## src/rtl/jpeg_sched_pkg.sv

```systemverilog
// Shared definitions for the JPEG block scheduler: FSM state encoding and
// output channel codes.
// Build option: JPEG_SCHED_LUMA_ONLY_EN -- when defined, the last channel sent
// per block is Y (luma-only pipeline); otherwise Y, Cb, Cr are sent in order.
package jpeg_sched_pkg;

  typedef enum logic [3:0] {
    S_IDLE    = 4'd0,
    S_LOAD    = 4'd1,
    S_START   = 4'd2,
    S_WAIT    = 4'd3,
    S_CAPTURE = 4'd4,
    S_SEND    = 4'd5,
    S_NEXT    = 4'd6,
    S_DONE    = 4'd7,
    S_ERR     = 4'd8
  } sched_state_t;

  localparam logic [1:0] CH_Y  = 2'd0;
  localparam logic [1:0] CH_CB = 2'd1;
  localparam logic [1:0] CH_CR = 2'd2;

`ifdef JPEG_SCHED_LUMA_ONLY_EN
  localparam logic [1:0] CH_LAST = CH_Y;
`else
  localparam logic [1:0] CH_LAST = CH_CR;
`endif

endpackage

```

## src/rtl/jpeg_sched_timeout.sv

```systemverilog
// Handshake watchdog shared by the load and send phases.
// Ports:
//   clk, rst_n  clock, asynchronous active-low reset
//   clr         synchronous clear (no request outstanding)
//   en          count one waiting cycle
//   expired_c   combinational: current cycle is the last one allowed
//               (the TIMEOUT_CYCLES-th cycle of an outstanding request)
module jpeg_sched_timeout
  import jpeg_sched_pkg::*;
#(
  parameter int unsigned TIMEOUT_CYCLES = 4096
) (
  input  logic clk,
  input  logic rst_n,
  input  logic clr,
  input  logic en,
  output logic expired_c
);

  localparam int unsigned CNT_W = $clog2(TIMEOUT_CYCLES + 1);

  logic [CNT_W-1:0] cnt;

  // An ack arriving on this cycle still wins over the expiry.
  assign expired_c = (cnt == CNT_W'(TIMEOUT_CYCLES - 1));

  // Saturating wait counter.
  always_ff @(posedge clk or negedge rst_n) begin
    if (!rst_n) begin
      cnt <= '0;
    end else if (clr) begin
      cnt <= '0;
    end else if (en && !expired_c) begin
      cnt <= cnt + CNT_W'(1);
    end
  end

endmodule

```

## src/rtl/jpeg_block_scheduler.sv

```systemverilog
// Frame-level sequencer for the 8x8 JPEG datapath. Walks blocks in raster
// order: load RGB block, pulse the pipeline, wait its latency, capture, then
// request the Y/Cb/Cr output bursts.
// Build option: JPEG_SCHED_LUMA_ONLY_EN (Y burst only per block).
// Ports:
//   aclk, aresetn                 clock, asynchronous active-low reset
//   cfg_start, cfg_blocks_x/y     frame start and dimensions (in blocks)
//   cfg_busy, cfg_done, cfg_error frame status (error is sticky)
//   load_req, load_bx/by, load_done   RGB block loader handshake
//   pipe_start, pipe_capture      pipeline strobes
//   send_req, send_chan, send_last, send_done   output burst handshake
// All outputs are registered.
module jpeg_block_scheduler
  import jpeg_sched_pkg::*;
#(
  parameter int unsigned BLK_BITS       = 8,
  parameter int unsigned PIPE_LATENCY   = 2,
  parameter int unsigned TIMEOUT_CYCLES = 4096
) (
  input  logic                aclk,
  input  logic                aresetn,
  input  logic                cfg_start,
  input  logic [BLK_BITS-1:0] cfg_blocks_x,
  input  logic [BLK_BITS-1:0] cfg_blocks_y,
  output logic                cfg_busy,
  output logic                cfg_done,
  output logic                cfg_error,
  output logic                load_req,
  output logic [BLK_BITS-1:0] load_bx,
  output logic [BLK_BITS-1:0] load_by,
  input  logic                load_done,
  output logic                pipe_start,
  output logic                pipe_capture,
  output logic                send_req,
  output logic [1:0]          send_chan,
  output logic                send_last,
  input  logic                send_done
);

  localparam int unsigned LAT_W = (PIPE_LATENCY > 2) ? $clog2(PIPE_LATENCY) : 1;

  sched_state_t        state_q, state_d;
  logic [BLK_BITS-1:0] dim_x, dim_y, dim_x_d, dim_y_d;
  logic [BLK_BITS-1:0] bx_d, by_d;
  logic [1:0]          chan_d;
  logic [LAT_W-1:0]    lat_q, lat_d;
  logic                error_d, busy_d, done_d, load_req_d;
  logic                pipe_start_d, pipe_capture_d, send_req_d, send_last_d;
  logic                last_blk;
  logic                req_active;
  logic                to_expired;

  assign last_blk   = (load_bx == dim_x - BLK_BITS'(1)) && (load_by == dim_y - BLK_BITS'(1));
  assign req_active = load_req | send_req;

  // Watchdog restarts whenever no request is outstanding (state entry, burst gap).
  jpeg_sched_timeout #(
    .TIMEOUT_CYCLES(TIMEOUT_CYCLES)
  ) u_timeout (
    .clk      (aclk),
    .rst_n    (aresetn),
    .clr      (!req_active),
    .en       (req_active),
    .expired_c(to_expired)
  );

  // Next-state and next-output logic.
  always_comb begin
    state_d    = state_q;
    dim_x_d    = dim_x;
    dim_y_d    = dim_y;
    bx_d       = load_bx;
    by_d       = load_by;
    chan_d     = send_chan;
    lat_d      = lat_q;
    error_d    = cfg_error;
    send_req_d = 1'b0;

    unique case (state_q)
      S_IDLE: begin
        if (cfg_start) begin
          dim_x_d = cfg_blocks_x;
          dim_y_d = cfg_blocks_y;
          error_d = 1'b0;
          if (cfg_blocks_x == '0 || cfg_blocks_y == '0) begin
            error_d = 1'b1;
          end else begin
            bx_d    = '0;
            by_d    = '0;
            state_d = S_LOAD;
          end
        end
      end
      S_LOAD: begin
        if (load_req && load_done) begin
          state_d = S_START;
        end else if (to_expired) begin
          state_d = S_ERR;
        end
      end
      S_START: begin
        lat_d   = '0;
        state_d = (PIPE_LATENCY > 1) ? S_WAIT : S_CAPTURE;
      end
      S_WAIT: begin
        // PIPE_LATENCY-1 wait cycles put capture PIPE_LATENCY after start.
        if (lat_q == LAT_W'(PIPE_LATENCY - 2)) begin
          state_d = S_CAPTURE;
        end else begin
          lat_d = lat_q + LAT_W'(1);
        end
      end
      S_CAPTURE: begin
        chan_d     = CH_Y;
        send_req_d = 1'b1;
        state_d    = S_SEND;
      end
      S_SEND: begin
        if (!send_req) begin
          // one-cycle gap between bursts; re-raise the request
          send_req_d = 1'b1;
        end else if (send_done) begin
          if (send_chan == CH_LAST) begin
            state_d = S_NEXT;
          end else begin
            chan_d = send_chan + 2'd1;
          end
        end else if (to_expired) begin
          state_d = S_ERR;
        end else begin
          send_req_d = 1'b1;
        end
      end
      S_NEXT: begin
        // Coordinates stay on the final block once the frame completes.
        if (last_blk) begin
          state_d = S_DONE;
        end else begin
          if (load_bx == dim_x - BLK_BITS'(1)) begin
            bx_d = '0;
            by_d = load_by + BLK_BITS'(1);
          end else begin
            bx_d = load_bx + BLK_BITS'(1);
          end
          state_d = S_LOAD;
        end
      end
      S_DONE:  state_d = S_IDLE;
      S_ERR:   state_d = S_IDLE;
      default: state_d = S_IDLE;
    endcase

    if (state_d == S_ERR) begin
      error_d = 1'b1;
    end

    busy_d         = !(state_d == S_IDLE || state_d == S_DONE || state_d == S_ERR);
    done_d         = (state_d == S_DONE);
    load_req_d     = (state_d == S_LOAD);
    pipe_start_d   = (state_d == S_START);
    pipe_capture_d = (state_d == S_CAPTURE);
    send_last_d    = send_req_d && (chan_d == CH_LAST) && last_blk;
  end

  // State and registered outputs.
  always_ff @(posedge aclk or negedge aresetn) begin
    if (!aresetn) begin
      state_q      <= S_IDLE;
      dim_x        <= '0;
      dim_y        <= '0;
      lat_q        <= '0;
      cfg_busy     <= 1'b0;
      cfg_done     <= 1'b0;
      cfg_error    <= 1'b0;
      load_req     <= 1'b0;
      load_bx      <= '0;
      load_by      <= '0;
      pipe_start   <= 1'b0;
      pipe_capture <= 1'b0;
      send_req     <= 1'b0;
      send_chan    <= 2'd0;
      send_last    <= 1'b0;
    end else begin
      state_q      <= state_d;
      dim_x        <= dim_x_d;
      dim_y        <= dim_y_d;
      lat_q        <= lat_d;
      cfg_busy     <= busy_d;
      cfg_done     <= done_d;
      cfg_error    <= error_d;
      load_req     <= load_req_d;
      load_bx      <= bx_d;
      load_by      <= by_d;
      pipe_start   <= pipe_start_d;
      pipe_capture <= pipe_capture_d;
      send_req     <= send_req_d;
      send_chan    <= chan_d;
      send_last    <= send_last_d;
    end
  end

endmodule

```

## config.mk

```make
export PLATFORM = sky130hd
export DESIGN_NAME = jpeg_block_scheduler
export DESIGN_NICKNAME = d
export VERILOG_FILES = /design/src/rtl/jpeg_sched_pkg.sv /design/src/rtl/jpeg_sched_timeout.sv /design/src/rtl/jpeg_block_scheduler.sv
export SDC_FILE = /design/constraint.sdc
export NUM_CORES = 1
export LEC_CHECK = 0
export ABC_AREA = 1
export BUFFER_PORTS_ARGS = -buffer_cell sky130_fd_sc_hd__buf_2
export CAP_MARGIN = 10
export CORE_ASPECT_RATIO = 1.1
export CORE_MARGIN = 3
export CORE_UTILIZATION = 54
export CTS_BUF_LIST = sky130_fd_sc_hd__clkbuf_8
export DETAILED_ROUTE_END_ITERATION = 8
export PLACE_DENSITY = 0.78
export SYNTH_ARGS = -nofsm -noshare
export SYNTH_HDL_FRONTEND = slang
export SYNTH_SLANG_ARGS = --single-unit
```

## constraint.sdc

```tcl
create_clock -name aclk -period 2 [get_ports aclk]
set_input_delay 0 -clock aclk [delete_from_list [all_inputs] [get_ports aclk]]
set_output_delay 0 -clock aclk [all_outputs]
set_load 0.05 [all_outputs]
```

Yosys cells after proc, flatten, opt, wreduce, memory -nomap -nowiden --
Index checks and enable logic that the tools add are counted.
Storage, ports and cells: bits of input ports 21, word-level logic and storage cells 101, flip-flop bits (word level) 60, output and inout bits 26
Operators by class: bitwise logic cells 1, reduce and logical (&&, ||, !) cells 22, equal/unequal tests 21, add/subtract/negate cells 7, multiplexer cells 34
Operator list (count):
- 8-bit two-way mux | 6
- 4-bit two-way mux | 8
- 8-bit one-hot mux with 2 select lines | 2
- 4-bit one-hot mux with 7 select lines | 1
- 13-bit two-way mux | 2
- 4-bit by 3-bit equality test with 1-bit output, second input constant | 5
- 8-bit by 1-bit adder with 8-bit output, second input constant | 2
- 8-bit equality test | 2
- 8-bit logical NOT | 2
- 8-bit by 1-bit subtractor with 8-bit output, second input constant | 2
- 13-bit by 1-bit adder with 13-bit output, second input constant | 1
- 13-bit by 12-bit equality test with 1-bit output, second input constant | 1
- 4-bit by 2-bit equality test with 1-bit output, second input constant | 3
- 2-bit inequality test, second input constant | 5
- 4-bit by 1-bit equality test with 1-bit output, second input constant | 2
- 4-bit logical NOT | 2
- 1-bit two-way mux | 8
- 2-bit nonzero test | 4
- 2-bit two-way mux | 3
- 1-bit logical AND | 5
- 5-bit AND reduction | 1
- 2-bit equality test, second input constant | 2
- 4-bit equality test, second input constant | 1
- 1-bit one-hot mux with 2 select lines | 2
- other kinds (9) | 13

Depth between registers and ports, before layout --
word-level depth 9, depth in mapped cells 15, depth with buffers taken out 15

By module --
A second synthesis with hierarchy kept.
Second synthesis, totals: cells, all modules 516, area total of the unflattened synthesis 3704.8 um^2
Modules (own cells, without submodules):
- jpeg_block_scheduler | area each 2882.8 um^2, sequential area each 1151.1 um^2, instances 1, cells each 407
- jpeg_sched_timeout | area each 822.0 um^2, sequential area each 325.3 um^2, instances 1, cells each 109

Least setup slack after synthesis --
OpenSTA, ideal clock, no wires.
path kind register to register, start register load_bx[4], end register load_by[2], cell stages (with the launch flop) 13, period minus slack after synthesis 1.968 ns, buffers on the path 1, setup slack 0.032 ns, data arrival time 1.848 ns, data required time 1.880 ns, setup time 0.120 ns, cells stage by stage dfrtp_1 -> inv_1 -> nand2_1 -> nand2_1 -> nand2_1 -> nand3_1 -> nor2_1 -> nand3_1 -> nor2_4 -> nand3_2 -> buf_6 -> nand4_1 -> nand2_1
Between the ends: word-level cells in the longest chain between the ends 4, elaborated cells between the ends (all ways) 5, classes of those cells eq/ne: 3; reduce/logical: 2
Ends and longest elaborated chain:
- start: declaration | RTL line jpeg_block_scheduler.sv:29 | output logic [BLK_BITS-1:0] load_bx,
- start signal: assignment | RTL line jpeg_block_scheduler.sv:176 | load_bx <= '0;
- start signal: assignment | RTL line jpeg_block_scheduler.sv:192 | load_bx <= bx_d;
- 8-bit equality test * | RTL line jpeg_block_scheduler.sv:53, jpeg_block_scheduler.sv:139
- 1-bit logical AND | RTL line jpeg_block_scheduler.sv:53 | assign last_blk = (load_bx == dim_x - BLK_BITS'(1)) && (load_by == dim_y - BLK_BITS'(1));
- 2-bit inequality test (no source line)
- 5-bit AND reduction (no source line) *
- end signal: assignment | RTL line jpeg_block_scheduler.sv:193 | load_by <= by_d;
- end: declaration | RTL line jpeg_block_scheduler.sv:30 | output logic [BLK_BITS-1:0] load_by,
Mark *: on every way between the ends. The rest lies on a longest branch, timed or not. A chain may end at the register's enable or synchronous reset.

Worst setup path in the final report --
start register dim_x[0], end register load_by[3]
Between the ends: word-level cells in the longest chain between the ends 5, elaborated cells between the ends (all ways) 6, classes of those cells add/sub: 1; eq/ne: 3; reduce/logical: 2
Ends and longest elaborated chain:
- start: declaration | RTL line jpeg_block_scheduler.sv:43 | logic [BLK_BITS-1:0] dim_x, dim_y, dim_x_d, dim_y_d;
- start signal: assignment | RTL line jpeg_block_scheduler.sv:185 | dim_x <= dim_x_d;
- 8-bit by 1-bit subtractor with 8-bit output * | RTL line jpeg_block_scheduler.sv:53, jpeg_block_scheduler.sv:139
- 8-bit equality test * | RTL line jpeg_block_scheduler.sv:53, jpeg_block_scheduler.sv:139
- 1-bit logical AND | RTL line jpeg_block_scheduler.sv:53
- 2-bit inequality test (no source line)
- 5-bit AND reduction (no source line) *
Marks and branches as above.

==> summary.txt <==
Status
  • Status: finished, violations left
  • Failing checks: setup timing

Detailed routing
  • Drt pass-1 iters: 5
  • Drt wl/cell: ~13 microns
  • Routed Antenna Nets: 0
  • DRT Wirelength: 8.74 mm
  • DR iter-0 viols: 168
  • Via-to-Cell Ratio: ~5.3
  • DR vias: between 3000 and 4000
  • DRC violations left: 0

Final layout
  • Reg area: about 1500 sq um
  • Share of cells above drive strength 1: 0.202
  • Nets@finish: 606
  • Final Util: 0.725
  • Area growth syn-to-layout: 28.2%
  • Multi-input logic area: approximately 1900 sq um
  • Fill cells: 471
  • Final Non-Filler Cells: between 600 and 700
  • Ant. Diodes: 0

CTS
  • CTS Root Cell: clkbuf_8
  • CTS tree: yes
  • H-tree lvl count: 3
  • CTS Buf Count: 9
  • Later-pin clock latency in the skew report: 0.35 ns
  • # clock sinks: about 60
  • Clock Pin Slew Worst Setup and Hold Paths: 0.07 ns
  • Buffer depth of the longest clock path: 2

STA
  • Skew final: 0.00842 ns
  • Final Hold Violating Endpoints: 0
  • Slew @ Worst Pin: between 0.7 and 0.8 ns
  • Max_slew headroom: 0.514
  • Final min period: 2.00 ns
  • Final worst-path cycle share: 1.00
  • Final worst slack: -0.00398 ns
  • Slew Limit Fails: 0
  • F_max: 0.499 GHz
  • Final setup violation count: 1
  • RSZ-0062 raised after global routing: yes

Synthesis
  • Mean post-synth cell area: 7.26 sq um
  • Cell taking the most area after synthesis: dfrtp_1
  • Syn_nets: 516
  • Distinct cells, synth: 38
  • Yosys Warn Count: 0
  • Cell with the most instances after synthesis: nand2_1
  • Synth top area cells: dfrtp_1, nand2_1, inv_1
  • Seq cells post-synth: 59
  • Synth cell count leaders: nand2_1, inv_1, nor2_1
  • Asr flop ratio synth: 1.00
  • Synth top area share: 0.417
  • Register area share after synthesis: 0.417
  • Predominant post-synthesis flop cell: dfrtp_1
  • Syn Inst Count: 488
  • Post-synth design cell area: ~3500 sq um
  • Post-synth EDFFs: 0

Place
  • PortBufs: 46
  • Placed cell count: between 600 and 700
  • Setup Slack @ Placement: -0.0416 ns
  • Final HPWL DP: between 5 and 6 mm
  • Routability Congestion: roughly 0.82

Min path
  • Hold Path Class: input pin to register
  • Hold path start: send_done
  • Hold Crit Depth: 3
  • WHS Endpoint: send_chan[1]$_DFF_PN0_

Die
  • Die width: 83.3 microns
  • Core Area: ~6300 sq um
  • # IOs: 47
  • Die Span Y: 91.0 microns
  • Core Rows: 30
  • Die area: 7570 sq um
  • Initial Utilization: 0.565

Power
  • Clock network fraction of total power: 0.225
  • Gate power share: 0.476
  • Flop pwr share: 0.299
  • Leak Pwr: 0.00235 uW
  • Internal power: 3310 uW
  • Total power: 5870 uW
  • Worst VDD drop: about 0.84 mV
  • Power Density: between 1000 and 1500 nW/um^2
  • Switching pwr: 2560 uW
  • Net Sw Frac: 0.437

Critical path
  • Required @ worst endpoint: 2.28 ns
  • R2R setup slack: -0.004 ns
  • Setup crit end kind: register
  • CP startpoint kind: register
  • Worst-case reg-to-reg path depth: 14
  • Worst r2r dst: load_by[3]$_DFFE_PN0P_
  • Critical Path AT: 2.28 ns
  • Reg2reg start: dim_x[0]$_DFFE_PN0P_
  • CP Class: register to register
  • CP max FO: 8

Global routing
  • Antenna violations before repair: 0
  • First-pass GRT wire length: 15.1 mm
  • Largest net degree at the start of global routing: 60
  • Vias in the first global route: 3401
  • Gr usage total: 0.244
  • Gr ovfl total: 0

Run
  • Max_cap viols: 0
==> critical path, cell delays in order (launching register included) <==
cell	delay (ns)
dfrtp_1	0.37
inv_1	0.11
ha_4	0.22
nand2_1	0.05
nand2_1	0.06
nor2_2	0.10
nand2_1	0.07
nor2_2	0.10
nand3_2	0.11
nor2_4	0.16
nand3_4	0.14
buf_12	0.19
nand3_4	0.10
nand2_2	0.07
nand2_1	0.07
==> per-layer routing <==
| metal | GRT usage | up-vias | share of wire |
|---|---|---|---|
| met5 | 0 | - | 0 |
| met1 | 0.299 | 1627 | 0.43 |
| met2 | 0.419 | 101 | 0.50 |
| met3 | 0.0554 | 14 | 0.046 |
| li1 | - | 1741 | - |
| met4 | 0.0858 | 0 | 0.018 |
==> what timing repair did <==
item	CTS	global route
pin swaps	5	10
buffers inserted	7	2
endpoints found under the hold margin	76	0
cloned	1	0
hold buffers	18	0
resized for setup	9	18
endpoints found under the setup margin	8	21
==> flip-flops by register name (all words and copies together) (netlist names) <==
register       flops
u_timeout.cnt     13
dim_x              8
dim_y              8
load_bx            8
load_by            8
state_q            4
send_chan          2
cfg_busy           1
cfg_done           1
cfg_error          1
load_req           1
pipe_capture       1
pipe_start         1
send_last          1
send_req           1
==> through the flow <==
step,cell area (sq um),hold WS (ns),TNS (ns)
floorplan,3540,-0.296,0
global placement,3930,0.190,0
detailed placement,3930,0.190,-0.0889
CTS,4470,0.00286,-0.00770
global route,4550,0.0360,-1.75
finish,4550,0.0196,-0.00398
==> final cells by class <==
class | instances | area share
multi-input combinational | 358 | 0.416
inverter | 67 | 0.0553
sequential | 59 | 0.325
tap | 80 | 0.0220
timing repair buffer | 83 | 0.129
clock inverter | 7 | 0.0256
clock buffer | 9 | 0.0273
==> layout by cell type (no fill, tap or decap), types with 3 or more instances in the layout <==
cell / count
a21oi_1: 8
buf_2: 46
buf_4: 17
bufinv_16: 3
clkbuf_8: 9
dfrtp_1: 59
dlygate4sd3_1: 18
ha_1: 5
inv_1: 60
inv_2: 6
nand2_1: 134
nand2_2: 7
nand3_1: 34
nand3_2: 5
nand4_1: 15
nor2_1: 59
nor2_2: 5
nor2_4: 4
nor3_1: 7
o21ai_0: 26
xnor2_1: 9
xor2_1: 13
==> power groups by stage <==
stage | Sequential (uW) | Clock (uW) | Combinational, uW
finish | 1760 | 1320 | 2800
global route | 1800 | 1400 | 3140
CTS | 1740 | 1340 | 2610
detailed placement | 1760 | 0 | 2410
global placement | 1750 | 0 | 2340
floorplan | 1960 | 0 | 1650
==> how the worst max path moves through the flow <==
| stage | start | endpoint | slack (ns) | cells after the start |
|---|---|---|---|---|
| after global placement | dim_y[0]$_DFFE_PN0P_ | load_by[2]$_DFFE_PN0P_ | 0.02 | 14 |
| after detailed placement | dim_x[0]$_DFFE_PN0P_ | load_by[3]$_DFFE_PN0P_ | -0.04 | 15 |
| after global routing | dim_y[1]$_DFFE_PN0P_ | load_by[2]$_DFFE_PN0P_ | -0.15 | 14 |
| after floorplan | load_bx[4]$_DFFE_PN0P_ | load_by[2]$_DFFE_PN0P_ | 0.03 | 12 |
| final | dim_x[0]$_DFFE_PN0P_ | load_by[3]$_DFFE_PN0P_ | -0.004 | 14 |
| after CTS | dim_y[1]$_DFFE_PN0P_ | load_by[3]$_DFFE_PN0P_ | -0.008 | 14 |
==> kinds of logic after synthesis <==
family | after synthesis | synth area share
adders and majority gates | 7 | 0.0247
buffers and inverters | 71 | 0.0773
xor gates and xnor gates | 23 | 0.0568
DFF | 59 | 0.417
and+or+nand+nor | 282 | 0.351
AOI/OAI and AO/OA | 46 | 0.0741
(Power assumes the default switching activity.)
